<file path="config.mk">
export PLATFORM = sky130hd
export DESIGN_NAME = instr_fetch_unit
export DESIGN_NICKNAME = d
export VERILOG_FILES = /design/src/rtl/cpu_pkg.sv /design/src/rtl/if_id_reg.sv /design/src/rtl/instr_fetch_unit.sv
export SDC_FILE = /design/constraint.sdc
export NUM_CORES = 1
export LEC_CHECK = 0
export ABC_AREA = 1
export BUFFER_PORTS_ARGS = -buffer_cell sky130_fd_sc_hd__buf_4
export CAP_MARGIN = 20
export CORE_ASPECT_RATIO = 0.8
export CORE_UTILIZATION = 57
export CTS_CLUSTER_SIZE = 24
export DETAILED_ROUTE_END_ITERATION = 10
export PLACE_DENSITY = 0.86
export SYNTH_ARGS = -nofsm -noshare
export SYNTH_HDL_FRONTEND = slang
export SYNTH_HIERARCHICAL = 1
export SYNTH_SLANG_ARGS = --single-unit
</file>
<file path="constraint.sdc">
create_clock -name clk -period 7.3 [get_ports clk]
set_input_delay 1.095 -clock clk [delete_from_list [all_inputs] [get_ports clk]]
set_output_delay 1.095 -clock clk [all_outputs]
set_load 0.01 [all_outputs]
</file>
<file path="src/rtl/cpu_pkg.sv">
// Shared definitions for the CPU pipeline: data widths, reset defaults and
// the IF/ID pipeline register payload.
package cpu_pkg;

  localparam int XLEN    = 32;
  localparam int INSTR_W = 32;

  localparam logic [XLEN-1:0]    DEFAULT_RESET_PC  = 32'h0000_0000;
  localparam logic [INSTR_W-1:0] DEFAULT_NOP_INSTR = 32'h0000_0000;

  typedef struct packed {
    logic [XLEN-1:0]    pc;
    logic [XLEN-1:0]    pc_plus4;
    logic [INSTR_W-1:0] instr;
    logic               valid;
  } if_id_t;

endpackage

</file>
<file path="src/rtl/if_id_reg.sv">
// IF/ID pipeline register: captures a fetched word, holds on stall and
// turns into a bubble on flush or redirect.
module if_id_reg
  import cpu_pkg::*;
#(
  parameter logic [INSTR_W-1:0] NOP_INSTR = DEFAULT_NOP_INSTR
) (
  input  logic   clk,
  input  logic   rst,
  input  logic   stall,
  input  logic   flush,
  input  logic   redirect,
  input  if_id_t d,
  output if_id_t q
);

  if_id_t r_q;

  always_ff @(posedge clk or posedge rst) begin
    if (rst) begin
      r_q.pc       <= '0;
      r_q.pc_plus4 <= '0;
      r_q.instr    <= NOP_INSTR;
      r_q.valid    <= 1'b0;
    end else if (redirect || flush) begin
      // Bubble: the PC fields keep their last value, only payload is squashed.
      r_q.instr <= NOP_INSTR;
      r_q.valid <= 1'b0;
    end else if (!stall) begin
      r_q <= d;
    end
  end

  assign q = r_q;

endmodule

</file>
<file path="src/rtl/instr_fetch_unit.sv">
// Fetch stage: program counter, ROM addressing, next-PC selection,
// misaligned-redirect flag and retired-fetch counter.
module instr_fetch_unit
  import cpu_pkg::*;
#(
  parameter logic [XLEN-1:0]    RESET_PC  = DEFAULT_RESET_PC,
  parameter logic [INSTR_W-1:0] NOP_INSTR = DEFAULT_NOP_INSTR
) (
  input  logic               clk,
  input  logic               rst,
  input  logic               stall,
  input  logic               flush,
  input  logic               redirect_valid,
  input  logic [XLEN-1:0]    redirect_pc,
  output logic [XLEN-1:0]    imem_addr,
  input  logic [INSTR_W-1:0] imem_rdata,
  output logic [XLEN-1:0]    if_pc,
  output logic [XLEN-1:0]    if_pc_plus4,
  output logic [INSTR_W-1:0] if_instr,
  output logic               if_valid,
  output logic               misalign,
  output logic [31:0]        fetch_count
);

  localparam logic [XLEN-1:0] RESET_PC_ALIGNED = {RESET_PC[XLEN-1:2], 2'b00};

  logic [XLEN-1:0] r_pc;
  logic            r_misalign;
  logic [31:0]     r_fetch_count;
  logic [XLEN-1:0] w_pc_plus4;
  logic [XLEN-1:0] w_pc_next;
  logic            w_capture;
  if_id_t          w_if_id_d;
  if_id_t          w_if_id_q;

  assign w_pc_plus4 = r_pc + 32'd4;
  assign w_capture  = !redirect_valid && !flush && !stall;

  // Flush alone still advances the PC; only stall or redirect stop it.
  always_comb begin
    w_pc_next = w_pc_plus4;
    if (redirect_valid) begin
      w_pc_next = {redirect_pc[XLEN-1:2], 2'b00};
    end else if (stall) begin
      w_pc_next = r_pc;
    end
  end

  always_ff @(posedge clk or posedge rst) begin
    if (rst) begin
      r_pc          <= RESET_PC_ALIGNED;
      r_misalign    <= 1'b0;
      r_fetch_count <= '0;
    end else begin
      r_pc       <= w_pc_next;
      r_misalign <= redirect_valid && (redirect_pc[1:0] != 2'b00);
      if (w_capture) begin
        r_fetch_count <= r_fetch_count + 32'd1;
      end
    end
  end

  assign w_if_id_d.pc       = r_pc;
  assign w_if_id_d.pc_plus4 = w_pc_plus4;
  assign w_if_id_d.instr    = imem_rdata;
  assign w_if_id_d.valid    = 1'b1;

  if_id_reg #(
    .NOP_INSTR(NOP_INSTR)
  ) u_if_id_reg (
    .clk     (clk),
    .rst     (rst),
    .stall   (stall),
    .flush   (flush),
    .redirect(redirect_valid),
    .d       (w_if_id_d),
    .q       (w_if_id_q)
  );

  assign imem_addr   = {r_pc[XLEN-1:2], 2'b00};
  assign if_pc       = w_if_id_q.pc;
  assign if_pc_plus4 = w_if_id_q.pc_plus4;
  assign if_instr    = w_if_id_q.instr;
  assign if_valid    = w_if_id_q.valid;
  assign misalign    = r_misalign;
  assign fetch_count = r_fetch_count;

endmodule

</file>
==> metrics, run 1 <==
post_cts resized=0; syn_area_per_cell=approximately 7.7 um2; max cap viols=0; Post-CTS Hold Fix Bufs=0; Die Wd=roughly 140 um; Yosys top cell area share=between 40% and 50%; clock tree sinks=160; Setup Crit Path Kind=input pin to flop; die area=roughly 15000 um2; top_reg_cell synth=dfrtp_1; Vias=roughly 8100; Syn. warnings=6; max incr delay on CP=0.83 ns; Startpoint Class=input pin; Worst-path clk slew=0.07 ns; number of I/O pins=~230; fill count=~1100; Pleak=~0.0057 uW; Synth Cell Area=about 8400 um2; count leader, synth=nand2_1; CTS tree=yes; Crit path required time=7.66 ns; fin crit period=about 3.0 ns; Crit. Startpoint=redirect_valid; class of the worst hold path=flop to flop; RSZ-0062 raised after global routing=no; met2 wire length=roughly 11000 um; final critical-path setup slack=around 4.3 ns; Std-Cell Rows=39; Slew @ Worst Pin=between 1 and 1.5 ns; final setup vio count=0; area delta synth->final=27.3%; nets=around 1400; drt pass-1 iters=5; Crit path max-delay family=simple AND/OR/NAND/NOR gates; GP Congestion=about 0.9; M1 WL=9940 um; Bufs and invs on worst path=2; H-tree Lvls=4; vias in the first global route=between 7000 and 8000; GRT Total Usage=a little under a third; most frequent CP cell=buf_4; critical path's slowest cell=buf_4; Final Skew=0.00616 ns; ys async rst share=100%; Top Metal Used=met4; Cells after Synth=~1100; normalized max-slew margin=between 30% and 40%; Core ar.=approximately 14000 um2; sequential share of the synthesized area=between 40% and 50%; number of antenna diodes=0; synth cell count leaders=nand2_1 (431), nand3_1 (164), dfrtp_1 (160), inv_1 (94), nor2_1 (76); Fmax achieved=330 MHz; EDFF count, synth=0; ANT nets after route=0; root buf cell=clkbuf_16; initial antenna violation count=0; Fin Setup TNS=0 ns; CTS buffer count=17; Post-Route WL=23400 um; DP HPWL=about 16000 um; leading area contributor after synthesis=dfrtp_1; first-pass GRT wire length=~38000 um; Tcrit/Tclk final=41.6%; pre-CTS WS=between 3 and 4 ns; Max Buffers Root-to-Sink=2; top cells by area, synth=dfrtp_1 (48%), nand2_1 (19%), nand3_1 (9.8%), inv_1 (4.2%), nor2_1 (3.4%); die height=~110 um; post-synth cell types=37; clk_lat worst skew=~0.42 ns; Hold Fails Final Rpt=0; Overall Power=about 2500 uW; WL met3=about 2300 um; PwrDens=approximately 230 nW/um2; share of cells above drive strength 1=23.1%; worst-path fanout max=94; I/O Buffers=between 200 and 250; Initial Util=just under 60%; capturing element type of the critical path=flop; Hold Startpoint=u_if_id_reg/q[74]; Worst IR Drop VDD=0.201 mV; post-DR wirelength/cell=15.6 um; outcome=finished, final reports clean; critical-path cell list=buf_4, nor2_4, buf_4, nand3_1, nand2_1; Worst Path Arrival=approximately 3.4 ns; setup bufs post-CTS=0; reg2reg start=r_pc[13]; vias per cell=5.38; DRC Markers=0; largest net degree at the start of global routing=just under 100; #FFs+latches synth=160; Slew Limit Fails=0; total gr overflow=0; initial DRC count=about 750
-- flip-flops by register name (all words and copies together), names as in the netlist --
signal and cells:
r_pc 30, misalign 1, fetch_count 32, u_if_id_reg/q 97
-- placed cells by master (no fill, tap or decap), drive strengths merged, types with 3 or more instances in the layout --
cell / n
nand2: 441
buf: 232
nand3: 165
dfrtp: 160
inv: 101
nor2: 96
xor2: 23
o21ai: 19
clkbuf: 18
nand4: 13
conb: 7
and2: 6
a22o: 5
xnor2: 5
o211ai: 5
clkinvlp: 5
nand3b: 3
-- cell type report --
cell class / count / area [um2] / share of cell area [%]
clock buffer: 18 / 439 / 4.12
clock inverter: 14 / 155 / 1.46
inverter: 96 / 365 / 3.43
multi-input combinational: 795 / 3710 / 34.8
sequential: 160 / 4000 / 37.6
tap: 184 / 230 / 2.16
timing repair buffer: 232 / 1750 / 16.5
-- stage by stage --
stage	area (um2)	utilization, %	cells	hold slack (ns)
detailed placement	10100	70.4	1467	0.460
global placement	10000	70.3	1466	0.458
floorplan	8390	-	1097	0.509
finish	10700	74.6	1499	0.476
global route	10700	74.6	1499	0.497
CTS	10700	74.6	1499	0.476
-- final timing paths --
check	to	slack [ns]	cells after the start
max in group asynchronous	u_if_id_reg/q[76]	5.42	3
hold / removal	u_if_id_reg/q[74]	0.48	2
hold reg to reg	u_if_id_reg/q[74]	0.48	2
min in group asynchronous	u_if_id_reg/q[25]	0.66	2
setup reg to reg	u_if_id_reg/q[48]	5.47	8
setup / recovery	u_if_id_reg/q[90]	4.27	5
-- cell families after synthesis --
| group | synth area share, % |
|---|---|
| XOR/XNOR | 3.29 |
| other | 0.0897 |
| AND/OR/NAND/NOR | 38.0 |
| adder cells (fa/ha/maj) | 0.299 |
| AO/OA/AOI/OAI | 2.45 |
| flip-flops | 47.8 |
| buffers and inverters | 8.08 |
-- worst reg2reg max path, delay by kind of cell, from the launching register on --
kind | cells | cell delay (ns)
and+or+nand+nor | 8 | 1.20
DFF | 1 | 0.52
-- report_power, final --
group          internal, uW  leakage, uW  total (uW)  switching, uW
clock                   518     0.000276         899            382
combinational           214      0.00337         474            260
sequential              985      0.00208        1090            101
-- routing by layer --
metal  GRT usage [%]  vias up
met2            48.0      396
met1            45.4     3786
met5               0        -
met4            9.16        0
li1                -     3846
met3            7.30       34
(Power assumes the default switching activity.)
==> run 2, diff against run 1 <==
Settings changed: CORE_UTILIZATION 57 to 53, PLACE_DENSITY 0.86 to 0.81.
Clock period 7.3 ns to 2.8 ns, I/O delays scaled along.
==> run 2 against run 1 <==
Net effect:
- first-iteration DRC count decreased by 18%
- die area increased by 7.4%
- final cell count increased by 2.1%
- register-to-register slack got worse by 4.5 ns
- wire length increased by 2.5%
- critical path type is now flop to flop
- critical endpoint is now u_if_id_reg/q[61]
==> metrics, run 2 (synthesized netlist as in run 1, its figures left out) <==
PwrDens=592 nW/um2 (was 231 nW/um2); final critical-path setup slack=0.956 ns (was 4.27 ns); initial DRC count=610 (was 747); Post-Route WL=24000 um (was 23400 um); total gr overflow=0 (unchanged); Max Buffers Root-to-Sink=2 (unchanged); post_cts resized=0 (unchanged); DP HPWL=16600 um (was 16000 um); normalized max-slew margin=46.0% (was 32.2%); number of I/O pins=231 (unchanged); Worst-path clk slew=0.07 ns (about the same); RSZ-0062 raised after global routing=no (unchanged); share of cells above drive strength 1=23.3% (was 23.1%); GRT Total Usage=30.8% (was 31.7%); capturing element type of the critical path=flop (unchanged); first-pass GRT wire length=38800 um (was 37500 um); GP Congestion=0.907 (was 0.899); Finished Layout Cells=1530 (was 1499); Fmax achieved=between 500 and 600 MHz; final setup vio count=0 (unchanged); pre-CTS WS=0.703 ns (was 3.91 ns); DRC Markers=0 (unchanged); Slew Limit Fails=0 (unchanged); outcome=finished, final reports clean (unchanged); die height=114 um (was 110 um); H-tree Lvls=4 (unchanged); CTS tree=yes (unchanged); Setup Crit Path Kind=flop to flop (was input pin to flop); worst-path fanout max=7 (was 94); ANT nets after route=0 (unchanged); Worst Path Arrival=2.17 ns (was 3.39 ns); initial antenna violation count=0 (unchanged); DP Cell Count=1498 (was 1467); Pleak=0.00576 uW (was 0.00573 uW); number of antenna diodes=0 (unchanged); Startpoint Class=flop (was input pin); Post-CTS Hold Fix Bufs=0 (unchanged); R2R cell count=10 (was 8); Worst IR Drop VDD=0.459 mV (was 0.201 mV); Std-Cell Rows=40 (was 39); worst hold slack=0.106 ns (was 0.476 ns); Fin Setup TNS=0 ns (unchanged); vias per cell=5.27 (was 5.38); class of the worst hold path=input pin to async pin (was flop to flop); Crit path required time=3.12 ns (was 7.66 ns); vias in the first global route=7525 (was 7398); clk_lat worst skew=0.43 ns (was 0.42 ns); area delta synth->final=28.5% (was 27.3%); root buf cell=clkbuf_16 (unchanged); commonest non-fill, non-tap cells in the layout=nand2_1 (431), buf_4 (232), nand3_1 (164) (was nand2_1 (431), buf_4 (231), nand3_1 (164)); Initial Util=55.0% (was 58.6%); I/O Buffers=228 (unchanged); number of flip-flops in the largest register=97 (unchanged); Tcrit/Tclk final=65.9%; largest net degree at the start of global routing=131 (was 99); CTS buffer count=17 (unchanged); die area=16300 um2 (was 15200 um2); Vias=8069 (was 8062); Die Wd=143 um (was 138 um); commonest non-fill, non-tap cell in the layout=nand2_1 (unchanged); drt pass-1 iters=5 (unchanged); setup bufs post-CTS=0 (unchanged); Finished Core Util=70.7% (was 74.6%); Core ar.=15200 um2 (was 14300 um2); clock tree sinks=160 (unchanged); post-DR wirelength/cell=15.7 um (was 15.6 um); Slew @ Worst Pin=0.808 ns (was 1.02 ns); nets=1378 (was 1373); Hold Fails Final Rpt=0 (unchanged); fin crit period=about 1.8 ns; Final Skew=0.00995 ns (was 0.00616 ns); max cap viols=0 (unchanged)
-- run 2: cell count changes in the layout (fill, tap and decap cells not counted), sizes merged --
| cell | before | now |
|---|---|---|
| clkinvlp | 5 | 4 |
| buf | 232 | 237 |
| bufinv | 2 | 1 |
| inv | 101 | 103 |
-- run 2: layout make-up --
class                           instances  area [um2]
Clock buffer                           18         429
Multi-Input combinational cell        795        3710
Clock inverter                         14         143
Inverter                               96         367
Tap cell                              210         263
Sequential cell                       160        4000
Timing Repair Buffer                  237        1840
Fill cell                            1299        4460
-- run 2: routing by layer --
layer	share of wire, %	vias up	track usage, %
li1	-	3855	-
met1	45	3867	43.1
met2	45	322	48.1
met3	8.3	25	6.73
met4	1.5	0	9.39
met5	0	-	0
-- run 2: path summary, 6_finish.rpt --
kind / startpoint / to / slack, ns
min reg2reg: u_if_id_reg/q[89] / u_if_id_reg/q[89] / 0.47
max in group asynchronous: rst / u_if_id_reg/q[17] / 1.97
min in group clk: redirect_pc[0] / misalign / 0.20
max: r_pc[2] / u_if_id_reg/q[61] / 0.96
min: rst / fetch_count[28] / 0.11
max reg2reg: r_pc[2] / u_if_id_reg/q[61] / 0.96
-- run 2: power by group --
group	leakage, uW	internal (uW)	switching (uW)	total, uW
registers	0.00208	2570	261	2830
clock network	0.000271	1250	1030	2280
logic	0.00341	572	694	1270
-- run 2: metrics by stage --
stage | area [um2] | power, uW
final | 10800 | 6370
after detailed placement | 10200 | 4120
after floorplan | 8400 | 3440
after global placement | 10200 | 4100
after CTS | 10800 | 6390
after global routing | 10800 | 6660
-- run 2: critical path, stage by stage (launching register included) --
cell	delay, ns
dfrtp_1	0.49
ha_1	0.29
nand2_2	0.09
nor2_4	0.18
nand2_4	0.11
nor2_1	0.21
nand2_1	0.08
nand2_1	0.06
nand2_1	0.07
nand3_1	0.09
nand2_1	0.06
